--- src/rtl/melody_arbiter.sv ---
// Shares one note-to-buzzer path among keyboard, auto-play and learn sources.
// Fixed priority, ownership lock, optional preemption, forced silent gap.
module melody_arbiter #(
  parameter int NOTE_W  = 5,
  parameter int GAP_CYC = 16,
  parameter int PREEMPT = 1
) (
  input  logic              clk,
  input  logic              rst,
  input  logic              en,
  input  logic              mute,
  input  logic [2:0]        req,
  input  logic [NOTE_W-1:0] note0,
  input  logic [NOTE_W-1:0] note1,
  input  logic [NOTE_W-1:0] note2,
  output logic [NOTE_W-1:0] note_out,
  output logic [2:0]        grant,
  output logic              busy,
  output logic              in_gap
);

  typedef enum logic [1:0] {
    IDLE,
    OWN,
    GAP
  } state_e;

  localparam logic [15:0] GAP_LD = 16'(GAP_CYC - 1);

  state_e            state_q, state_d;
  logic [2:0]        grant_q, grant_d;
  logic [NOTE_W-1:0] note_q, note_d;
  logic [15:0]       cnt_q, cnt_d;

  logic [2:0] first;
  logic [2:0] higher;
  logic       hold;

  // Lowest set bit wins; higher holds requests above the owner.
  assign first  = req & (~req + 3'd1);
  assign higher = req & (grant_q - 3'd1);
  assign hold   = |(req & grant_q);

  function automatic logic [NOTE_W-1:0] pick(
    input logic [2:0] oh,
    input logic [NOTE_W-1:0] n0,
    input logic [NOTE_W-1:0] n1,
    input logic [NOTE_W-1:0] n2
  );
    return ({NOTE_W{oh[0]}} & n0) |
           ({NOTE_W{oh[1]}} & n1) |
           ({NOTE_W{oh[2]}} & n2);
  endfunction

  always_comb begin
    state_d = state_q;
    grant_d = grant_q;
    cnt_d   = cnt_q;
    note_d  = '0;
    if (en) begin
      unique case (state_q)
        IDLE: begin
          if (|req) begin
            state_d = OWN;
            grant_d = first;
            note_d  = pick(first, note0, note1, note2);
          end
        end
        OWN: begin
          if (!hold || (PREEMPT != 0 && |higher)) begin
            state_d = GAP;
            grant_d = '0;
            cnt_d   = GAP_LD;
          end else begin
            note_d = pick(grant_q, note0, note1, note2);
          end
        end
        GAP: begin
          if (cnt_q == 16'd0) begin
            if (|req) begin
              state_d = OWN;
              grant_d = first;
              note_d  = pick(first, note0, note1, note2);
            end else begin
              state_d = IDLE;
            end
          end else begin
            cnt_d = cnt_q - 16'd1;
          end
        end
        default: begin
          state_d = IDLE;
          grant_d = '0;
        end
      endcase
      if (mute) note_d = '0;
    end
  end

  always_ff @(posedge clk or negedge rst) begin
    if (!rst) begin
      state_q <= IDLE;
      grant_q <= '0;
      note_q  <= '0;
      cnt_q   <= '0;
    end else begin
      state_q <= state_d;
      grant_q <= grant_d;
      note_q  <= note_d;
      cnt_q   <= cnt_d;
    end
  end

  assign note_out = note_q;
  assign grant    = grant_q;
  assign busy     = (state_q != IDLE);
  assign in_gap   = (state_q == GAP);

endmodule
--- config.mk ---
export PLATFORM = sky130hd
export DESIGN_NAME = melody_arbiter
export DESIGN_NICKNAME = d
export VERILOG_FILES = /design/src/rtl/melody_arbiter.sv
export SDC_FILE = /design/constraint.sdc
export NUM_CORES = 1
export LEC_CHECK = 0
export BUFFER_PORTS_ARGS = -buffer_cell sky130_fd_sc_hd__buf_2
export CORE_ASPECT_RATIO = 0.5
export CORE_MARGIN = 5
export CORE_UTILIZATION = 40
export DETAILED_ROUTE_END_ITERATION = 7
export GPL_ROUTABILITY_DRIVEN = 0
export GPL_TIMING_DRIVEN = 0
export PLACE_DENSITY_LB_ADDON = 0.15
export SLEW_MARGIN = 20
export SYNTH_ARGS = -nofsm -noshare
export SYNTH_HDL_FRONTEND = slang
export SYNTH_SLANG_ARGS = --single-unit
--- constraint.sdc ---
create_clock -name clk -period 5.39 [get_ports clk]
set_clock_uncertainty 0.2 [all_clocks]
set_input_delay 0.539 -clock clk [delete_from_list [all_inputs] [get_ports clk]]
set_output_delay 0.539 -clock clk [all_outputs]
set_load 0.02 [all_outputs]
# Yosys cells after proc, flatten, opt, wreduce, memory -nomap -nowiden
# Index checks and enable logic that the tools add are counted.
[op_classes] n_mux=18 n_reduce_logical=12 n_eq_ne=6 add_sub_neg=3 n_bitwise=14
[op_table] op="16-bit two-way mux" count=2
[op_table] op="16-bit one-hot mux with 2 select lines" count=1
[op_table] op="5-bit bitwise AND" count=6
[op_table] op="5-bit two-way mux" count=5
[op_table] op="5-bit OR" count=4
[op_table] op="16-bit zero test" count=1
[op_table] op="16-bit by 1-bit subtractor with 16-bit output, second input constant" count=1
[op_table] op="5-bit one-hot mux with 3 select lines" count=1
[op_table] op="3-bit bitwise AND" count=3
[op_table] op="3-bit two-way mux" count=3
[op_table] op="3-bit one-hot mux with 3 select lines" count=1
[op_table] op="3-bit OR reduction" count=3
[op_table] op="4-bit AND reduction" count=2
[op_table] op="2-bit two-way mux" count=3
[op_table] op="2-bit inequality test, second input constant" count=3
[op_table] op="2-bit one-hot mux with 3 select lines" count=1
[op_table] op="2-bit nonzero test" count=2
[op_table] op="3-bit by 1-bit adder with 3-bit output, second input constant" count=1
[op_table] op="3-bit inverter" count=1
[op_table] op="3-bit AND reduction" count=1
[op_table] op="3-bit by 1-bit subtractor with 3-bit output, second input constant" count=1
[op_table] op="2-bit by 1-bit equality test with 1-bit output, second input constant" count=1
[op_table] op="2-bit equality test, second input constant" count=1
[op_table] op="2-bit zero test" count=1
[op_table] op="other kinds (4)" count=4
[word_totals] reg_bits=26 wordCells=57 output_inout_bits=10

# Depth between registers and ports, before layout
# Gate-level depths: netlist of the first run.
[logic_depth] ltp_word=11 mapped_depth=10 mapped_depth_nobuf=7

# Worst setup path after synthesis of the first run
# No wires, ideal clock.
[synth_timing] path_kind="register -> register" from="reg grant_q[1] (netlist: grant[1])" to="reg grant_q[0] (netlist: grant[0])" period_less_slack_ps=2273 arrival_time_ps=1949 stages_incl_launch_ff=10 n_path_buf=2 slack_ps=3117 required_time_ps=5066 setup_time_ps=124 path_cell_list="dfrtp_1 clkbuf_1 inv_1 ha_1 o21ai_0 a21oi_1 o31ai_1 buf_2 nor4_1 a211o_1"
[synth_via] elab_chain_cells=6 elab_cells_between_ends=9
[synth_lines] element="start, declared" line="31" source="logic [2:0] grant_q, grant_d;"
[synth_lines] element="start signal, assigned" line="108" source="grant_q <= grant_d;"
[synth_lines] element="3-bit by 1-bit subtractor with 3-bit output or 3-bit bitwise AND (tied branches)" line="41, 42"
[synth_lines] element="3-bit bitwise AND or 3-bit OR reduction (tied branches)" line="41, 42"
[synth_lines] element="3-bit OR reduction or 1-bit zero test (tied branches)" line="70" source="if (!hold || (PREEMPT != 0 && |higher)) begin"
[synth_lines] element="1-bit logical OR *" line="70"
[synth_lines] element="2-bit inequality test (no source line) *"
[synth_lines] element="3-bit AND reduction (no source line) *"
# Mark *: on every way between the ends. The rest lies on a longest branch, timed or not.
# A chain may end at the register's enable or synchronous reset.

# Worst setup path after layout of the first run
[layout_timing] from="reg grant_q[1] (netlist: grant[1])" to="reg cnt_q[5]"
[layout_via] elab_chain_cells=6 elab_cells_between_ends=9
[layout_lines] element="3-bit by 1-bit subtractor with 3-bit output or 3-bit bitwise AND (tied branches)" line="41, 42"
[layout_lines] element="3-bit bitwise AND or 3-bit OR reduction (tied branches)" line="41, 42"
[layout_lines] element="3-bit OR reduction or 1-bit zero test (tied branches)" line="70"
[layout_lines] element="1-bit logical OR *" line="70"
[layout_lines] element="2-bit inequality test (no source line) *"
[layout_lines] element="4-bit AND reduction (no source line) *"
[layout_lines] element="end signal, assigned" line="110" source="cnt_q <= cnt_d;"
[layout_lines] element="end, declared" line="33" source="logic [15:0] cnt_q, cnt_d;"
# Marked as above.

==> results.md, run 1 <==
- H-tree Lvls: 1
- Core Util, Final: 48.9%
- Post-route setup slack: 2.70 ns
- F_max: roughly 370 MHz
- Internal cell power: ~520 uW
- Async SR Flop Fraction: 100%
- Cts repair resizes: 0
- Crit share post-route: 49.9%
- Clock power share: 18.7%
- CTS tree: done
- Die Ht: 55.1 um
- Hpwl dp: 2970 um
- Setup bufs post-CTS: 0
- IO Port Bufs: 30
- Vias in the first global route: 1508
- Initial core utilization: 41.5%
- Ys flop type: dfrtp_1
- Syn. warnings: 0
- Share of cells above drive strength 1: roughly a fifth
- Syn Area/Cell: 8.95 um^2
- Outcome: complete, no violations
- Post-route cell area: 1920 um^2
- Main combinational cell family by area after synthesis: compound AO/OA/AOI/OAI gates
- Yosys reg bits: 26
- Worst vdd ir: 181 uV
- Syn Inst Count: 182
- GRT overflow: 0
- Static leakage: 0.000823 uW
- Core area: 3920 um^2
- Ant. Diodes: 0
- Worst min path class: in -> async
- RSZ-0062 raised after global routing: no
- Post-layout nets: 242
- Horiz. Die Dim: 100 um
- Power per Cell Area: 458 nW/um^2
- Synth Net Count: between 200 and 250
- First-pass GRT wire length: 7000 um
- CTS Root Cell: clkbuf_8
- Startpoint Class: flip-flop
- Post-synthesis mux area share: under 10%
- Max_cap viols: 0
- Final-report hold violation count: 0
- Final setup viols: 0
- Final min period: 2.69 ns
- Initial drt markers: 86
- Fraction of synthesized cell area in xor and xnor cells: 0%
- Initial antenna violation count: 0
- DR DRC count: 0
- Simple logic cell fraction of the synthesized area: 22.4%
- Compound-gate portion of the synthesized area: between 20% and 30%
- Pin count of the biggest net entering global routing: 27
- Via Count: 1586
- Max-slew violations: 0
- Synth unique cells: 45
- Crit Path Class: reg -> reg
- Post-Place Worst Slack: ~2.8 ns
- Clock slew at reported path FFs: around 0.090 ns
- Crit path DAT: 2.66 ns
- Sw Ratio: 40.7%
- Final WL: 4070 um
- Post-synth EDFFs: 0
- DRT Pass-1 Iters: 4
- Vias/cell: 5.87
- Tot GR Track Use: 16.1%
- Max FO, Critical Path: 10
- NetSw: 358 uW
- # IOs: 32
- Placed cell areas: roughly 1800 um^2
- DR WL/cell: 15.1 um
- # clock sinks: 26
- Setup TNS: 0 ns
- Site Rows: 16
- Area Growth Syn to Fin: 17.7%
- Worst Tran Pin Value: 0.572 ns
- Total CTS buffers: 3
- Adder-Cell Fraction of Synth Area: 2.30%
- Total Power: 878 uW
- Register area share after synthesis: 39.9%
- Mapped Area: approximately 1600 um^2
- Worst slew margin: 61.8%
- Comb pwr share: between 40% and 50%
- Max Buffers Root-to-Sink: 2
- Skew-Pair Late Insertion Delay: around 0.27 ns
- ANT nets after route: 0
- # hold bufs at CTS: 0
- Reg power frac: around 37%
- CP required: 5.37 ns
- Critical path endpoint category: flip-flop
- Area of the die: ~5500 um^2
==> synthesized netlist by cell type (5+ instances only) <==
cell	count	area, um^2
nand2_1	17	63.8
o31ai_1	5	37.5
inv_1	6	22.5
o22ai_1	5	31.3
a31oi_1	6	37.5
dfrtp_1	26	651
mux2i_1	5	50.1
nand3_1	5	25.0
o21ai_0	14	70.1
clkbuf_1	7	26.3
nor3_1	5	25.0
nor2_1	11	41.3
a21oi_1	11	55.1
a222oi_1	5	50.1
==> worst max-delay path, cell delays in order (launching register included) <==
cell	delay, ns
dfrtp_1	0.36
clkbuf_1	0.32
inv_1	0.08
ha_1	0.20
o21ai_0	0.16
a21oi_1	0.12
o31ai_1	0.34
buf_2	0.30
buf_2	0.29
o21ai_0	0.12
o31ai_1	0.08
==> registers in the layout (all words and copies together) (netlist names) <==
| register | flops |
|---|---|
| cnt_q | 16 |
| grant | 3 |
| state_q | 2 |
| note_out | 5 |
==> final timing paths <==
check / cells after the start / start / end / slack [ns]
max: 10 / grant[1]$_DFFE_PN0P_ / cnt_q[5]$_DFFE_PN0P_ / 2.70
min: 1 / rst / note_out[2]$_DFF_PN0_ / 0.04
max reg2reg: 10 / grant[1]$_DFFE_PN0P_ / cnt_q[5]$_DFFE_PN0P_ / 2.70
min reg2reg: 1 / cnt_q[12]$_DFFE_PN0P_ / cnt_q[12]$_DFFE_PN0P_ / 0.33
max in group asynchronous: 1 / rst / cnt_q[15]$_DFFE_PN0P_ / 4.56
min in group clk: 1 / cnt_q[12]$_DFFE_PN0P_ / cnt_q[12]$_DFFE_PN0P_ / 0.33
==> per-stage QoR <==
stage,std cells,hold WS (ns)
floorplan,182,0.0434
global placement,266,0.303
detailed placement,266,0.320
CTS,270,0.0690
global route,270,0.0949
finish,270,0.0425
==> layout by cell type (no fill, tap or decap), types with 2 or more instances in the layout <==
cell,count
nand3_1,5
a21oi_1,11
nand2_1,17
nand2b_1,2
nor3_1,5
o221ai_1,2
o31ai_1,5
ha_1,3
buf_2,34
or4_1,2
a211o_1,2
and3_1,2
mux2i_1,5
nor2b_1,3
nor4_2,2
o22ai_1,5
inv_1,6
dfrtp_1,26
clkbuf_1,7
nand3b_1,3
a31oi_1,6
or3_1,2
o22a_1,3
clkbuf_8,3
o311ai_0,2
o211ai_1,4
a222oi_1,5
nor2_1,11
o21ai_0,14
a2bb2oi_1,2
==> power groups by stage <==
stage          logic [uW]  registers [uW]  clock network, uW
4_1_cts               389             326                166
5_1_grt               440             339                176
3_3_place_gp          378             327                  0
2_1_floorplan         279             328                  0
3_5_place_dp          387             328                  0
6_report              386             327                164
==> per-layer routing <==
metal / part of all wire [%] / global-route usage [%] / up-vias / wire length [um]
met2: 44 / 26.5 / 51 / 1770
li1: - / - / 768 / -
met1: 49 / 21.7 / 763 / 2000
met4: 0.66 / 4.47 / 0 / 27
met3: 6.5 / 3.75 / 4 / 264
met5: 0 / 0 / - / 0
==> cell families (layout without fill, tap and decap cells) <==
kind of cell               after synthesis  in the layout
buffers and inverters                   17             51
muxes                                    5              5
and+or+nand+nor                         65             65
AOI/OAI and AO/OA                       66             66
adders and majority gates                3              3
DFF                                     26             26
==> layout make-up <==
| class | count | area [um^2] |
|---|---|---|
| plain buffers | 11 | 46.3 |
| repair buffers | 30 | 150 |
| flip-flops and latches | 26 | 651 |
| clock inverters | 1 | 30.0 |
| fillers | 412 | 2010 |
| clock buffers | 3 | 41.3 |
| inverters | 6 | 22.5 |
| multi-input cells | 139 | 910 |
| well taps | 54 | 67.6 |
Power figures use the tool's default switching activity.
==> inputs of run 2 (changes only) <==
--- a/config.mk
+++ b/config.mk
@@ -5,6 +5,7 @@
 export SDC_FILE = /design/constraint.sdc
 export NUM_CORES = 1
 export LEC_CHECK = 0
+export ABC_AREA = 1
 export BUFFER_PORTS_ARGS = -buffer_cell sky130_fd_sc_hd__buf_2
 export CORE_ASPECT_RATIO = 0.5
 export CORE_MARGIN = 5
==> constraint.sdc (replaced) <==
create_clock -name clk -period 2.6 [get_ports clk]
set_clock_uncertainty 0.2 [all_clocks]
set_input_delay 0.26 -clock clk [delete_from_list [all_inputs] [get_ports clk]]
set_output_delay 0.26 -clock clk [all_outputs]
set_load 0.02 [all_outputs]
==> run 2 against run 1 <==
First-iteration DRC count decreased by 45%. Cell area increased by 25%. Combinational power increased to 3.3 times the previous value. Worst setup slack got worse by 2.3 ns. Cell count increased by 61%. Synthesized area increased by 29%. Register-to-register slack got worse by 2.3 ns. Wire length increased by 24%. Flip-flop and latch count unchanged.
==> results.md, run 2 <==
- Outcome: complete, no violations
- Ant. Diodes: 0 (unchanged)
- Startpoint Class: flip-flop
- Syn Inst Count: 331 (+82%)
- Main combinational cell family by area after synthesis: simple AND/OR/NAND/NOR gates
- Max FO, Critical Path: 10 (unchanged)
- Via Count: 2070 (+31%)
- Die Ht: 61.2 um (+11%)
- Hold path depth: 4
- CTS tree: done
- Setup TNS: 0 ns (unchanged)
- Hpwl dp: 3990 um (+34%)
- Post-synthesis mux area share: 0% (-3.1 points)
- Syn. warnings: 0 (unchanged)
- DR DRC count: 0 (unchanged)
- Flop2flop setup slack: 0.43 ns (-2.27 ns)
- # IOs: 32 (unchanged)
- Area of the die: 6880 um^2 (+24%)
- CP required: 2.57 ns (-2.80 ns)
- Most instantiated cells after synthesis: 130 x nand2_1, 49 x nand3_1, 44 x nor2_1, 30 x inv_1, 26 x dfrtp_1
- Initial antenna violation count: 0 (unchanged)
- Register area share after synthesis: 31.0% (-8.9 points)
- Horiz. Die Dim: 112 um (+12%)
- Hold endpoint: grant[1]$_DFFE_PN0P_
- IO Port Bufs: 29 (-3.3%)
- HP Start: req[0]
- Static leakage: 0.00129 uW (+57%)
- Area leader, netlist: dfrtp_1
- Critical path endpoint category: flip-flop
- Worst vdd ir: 547 uV (+200%)
- Initial drt markers: 47 (-45%)
- Final setup viols: 0 (unchanged)
- Grt peak-use layer: met2
- Initial core utilization: 41.9% (+0.40 points)
- Routing usage on met2: 30.7% (+4.1 points)
- Mapped Area: 2100 um^2 (+29%)
- Synth Net Count: 356 (+72%)
- Non-filler cells, final: 435 (+61%)
- Power per Cell Area: 907 nW/um^2 (+98%)
- Final min period: 2.17 ns (-0.520 ns)
- Final WL: 5060 um (+24%)
- Area Growth Syn to Fin: 14.2%
- Post-synth top area share: 31.0% (-8.9 points)
- H-tree Lvls: 1 (unchanged)
- Number of flip-flops in the largest register: 16 (unchanged)
- # clock sinks: 26 (unchanged)
- Vias/cell: 4.76 (-19%)
- Simple logic cell fraction of the synthesized area: 52.1% (+30 points)
- Crit share post-route: 83.4% (+34 points)
- Adder-Cell Fraction of Synth Area: 1.79% (-0.51 points)
- Yosys reg bits: 26 (unchanged)
- DR WL/cell: 11.6 um (-23%)
- Worst slew margin: 59.3% (-2.5 points)
- Vias in the first global route: 2112 (+40%)
- Max_cap viols: 0 (unchanged)
- Commonest non-fill, non-tap cell in the layout: nand2_1
- Core Util, Final: 47.9% (-1.0 points)
- Syn Area/Cell: 6.33 um^2 (-29%)
- Async SR Flop Fraction: 100% (unchanged)
- Most frequent cells in the layout: 130 x nand2_1, 49 x nand3_1, 44 x nor2_1
- Post-layout nets: 391 (+62%)
- Worst min path class: in -> reg
- Compound-gate portion of the synthesized area: 5.07% (-23 points)
- Fraction of synthesized cell area in xor and xnor cells: 0% (unchanged)
- Total CTS buffers: 3 (unchanged)
- Share of cells above drive strength 1: 17.5% (-3.3 points)
- Ys flop type: dfrtp_1
- Synth unique cells: 26 (-42%)
- Crit Path Class: reg -> reg
- First-pass GRT wire length: 9260 um (+32%)
- RSZ-0062 raised after global routing: no
- Reg-to-Reg End: cnt_q[2]$_DFFE_PN0P_
- CTS Root Cell: clkbuf_8
- Worst Tran Pin Value: 0.610 ns (+0.0376 ns)
- Max Buffers Root-to-Sink: 2 (unchanged)
- Skew-Pair Late Insertion Delay: 0.27 ns (about the same)
- Dpl cells: 430 (+62%)
- Top area cells in the synthesized netlist: dfrtp_1 31%, nand2_1 23%, nand3_1 12%
- Max-slew violations: 0 (unchanged)
- ANT nets after route: 0 (unchanged)
- Count leader, synth: nand2_1
- Largest register by flop count: cnt_q
- Setup bufs post-CTS: 0 (unchanged)
- Core area: 5000 um^2 (+27%)
- Worst R2R Start: grant[1]$_DFFE_PN0P_
- Tot GR Track Use: 16.3% (+0.18 points)
- Final-report hold violation count: 0 (unchanged)
- Post-synth EDFFs: 0 (unchanged)
- Clock slew at reported path FFs: 0.09 ns (about the same)
- Pin count of the biggest net entering global routing: 27 (unchanged)
- Met3 Usage GRT: 2.55% (-1.2 points)
- GRT overflow: 0 (unchanged)
- R2R depth: 11 (+1)
- DRT Pass-1 Iters: 4 (unchanged)
- F_max: 461 MHz (+24%)
- Site Rows: 18 (+2)
- M1 GR Usage: 20.5% (-1.2 points)
- Total Power: 2170 uW (+150%)
- Setup crit start: grant[1]$_DFFE_PN0P_
- Crit path DAT: 2.14 ns (-0.52 ns)
## run 2: cell count changes in the layout (fill, tap and decap cells not counted), moves of 6 or more
cell      change
nor2_1       +33
inv_1        +24
o21ai_0      -11
nand2_1     +113
a31oi_1       -6
clkbuf_1      -7
nand3_1      +44
nand2_2       +6
## run 2: worst max-delay path by stage
| stage | to | slack [ns] | cells past startpoint |
|---|---|---|---|
| 2_1_floorplan | cnt_q[4]$_DFFE_PN0P_ | 0.55 | 11 |
| 3_3_place_gp | cnt_q[7]$_DFFE_PN0P_ | 0.50 | 11 |
| 3_5_place_dp | cnt_q[2]$_DFFE_PN0P_ | 0.43 | 11 |
| 4_1_cts | cnt_q[2]$_DFFE_PN0P_ | 0.42 | 11 |
| 5_1_grt | cnt_q[4]$_DFFE_PN0P_ | 0.23 | 11 |
| 6_report | cnt_q[2]$_DFFE_PN0P_ | 0.43 | 11 |
## run 2: critical path, stage by stage (launching register included)
cell and delay (ns):
dfrtp_1 0.51, inv_1 0.14, ha_1 0.23, a21oi_1 0.23, o21ai_4 0.13, nand2_2 0.11, nand2_4 0.07, inv_4 0.12
nand2_8 0.08, buf_12 0.15, nand2_1 0.05, nand2_1 0.05
## run 2: what timing repair did
item,in CTS,in global routing
hold buffers,1,0
gates resized for setup,0,0
hold endpoints to repair,26,0
## run 2: layer usage
layer | wire (um) | part of all wire [%]
met1 | 2490 | 49
met2 | 2380 | 47
met3 | 185 | 3.7
met4 | 13 | 0.26
met5 | 0 | 0
## run 2: kinds of logic after synthesis
logic type | count (synthesis)
and+or+nand+nor | 244
buffers and inverters | 41
DFF | 26
AOI/OAI and AO/OA | 17
adders and majority gates | 3
## run 2: layout make-up
cell class | instances | area (um^2)
Buffer | 7 | 77.6
Clock buffer | 4 | 55.1
Fill cell | 533 | 2610
Inverter | 34 | 133
Multi-Input combinational cell | 264 | 1230
Sequential cell | 26 | 651
Tap cell | 70 | 87.6
Timing Repair Buffer | 30 | 155
## run 2: per-stage QoR
step / hold WS, ns / worst slack, ns / cell area [um^2]
after floorplan: -0.236 / 0.553 / 2100
after global placement: 0.104 / 0.503 / 2330
after detailed placement: 0.108 / 0.426 / 2330
after CTS: 0.127 / 0.418 / 2390
after global routing: 0.147 / 0.229 / 2390
final: 0.131 / 0.431 / 2390
## run 2: power breakdown
part / switching [uW] / internal, uW / total [uW]
Combinational: 839 / 446 / 1290
Clock: 131 / 136 / 267
Sequential: 119 / 500 / 619
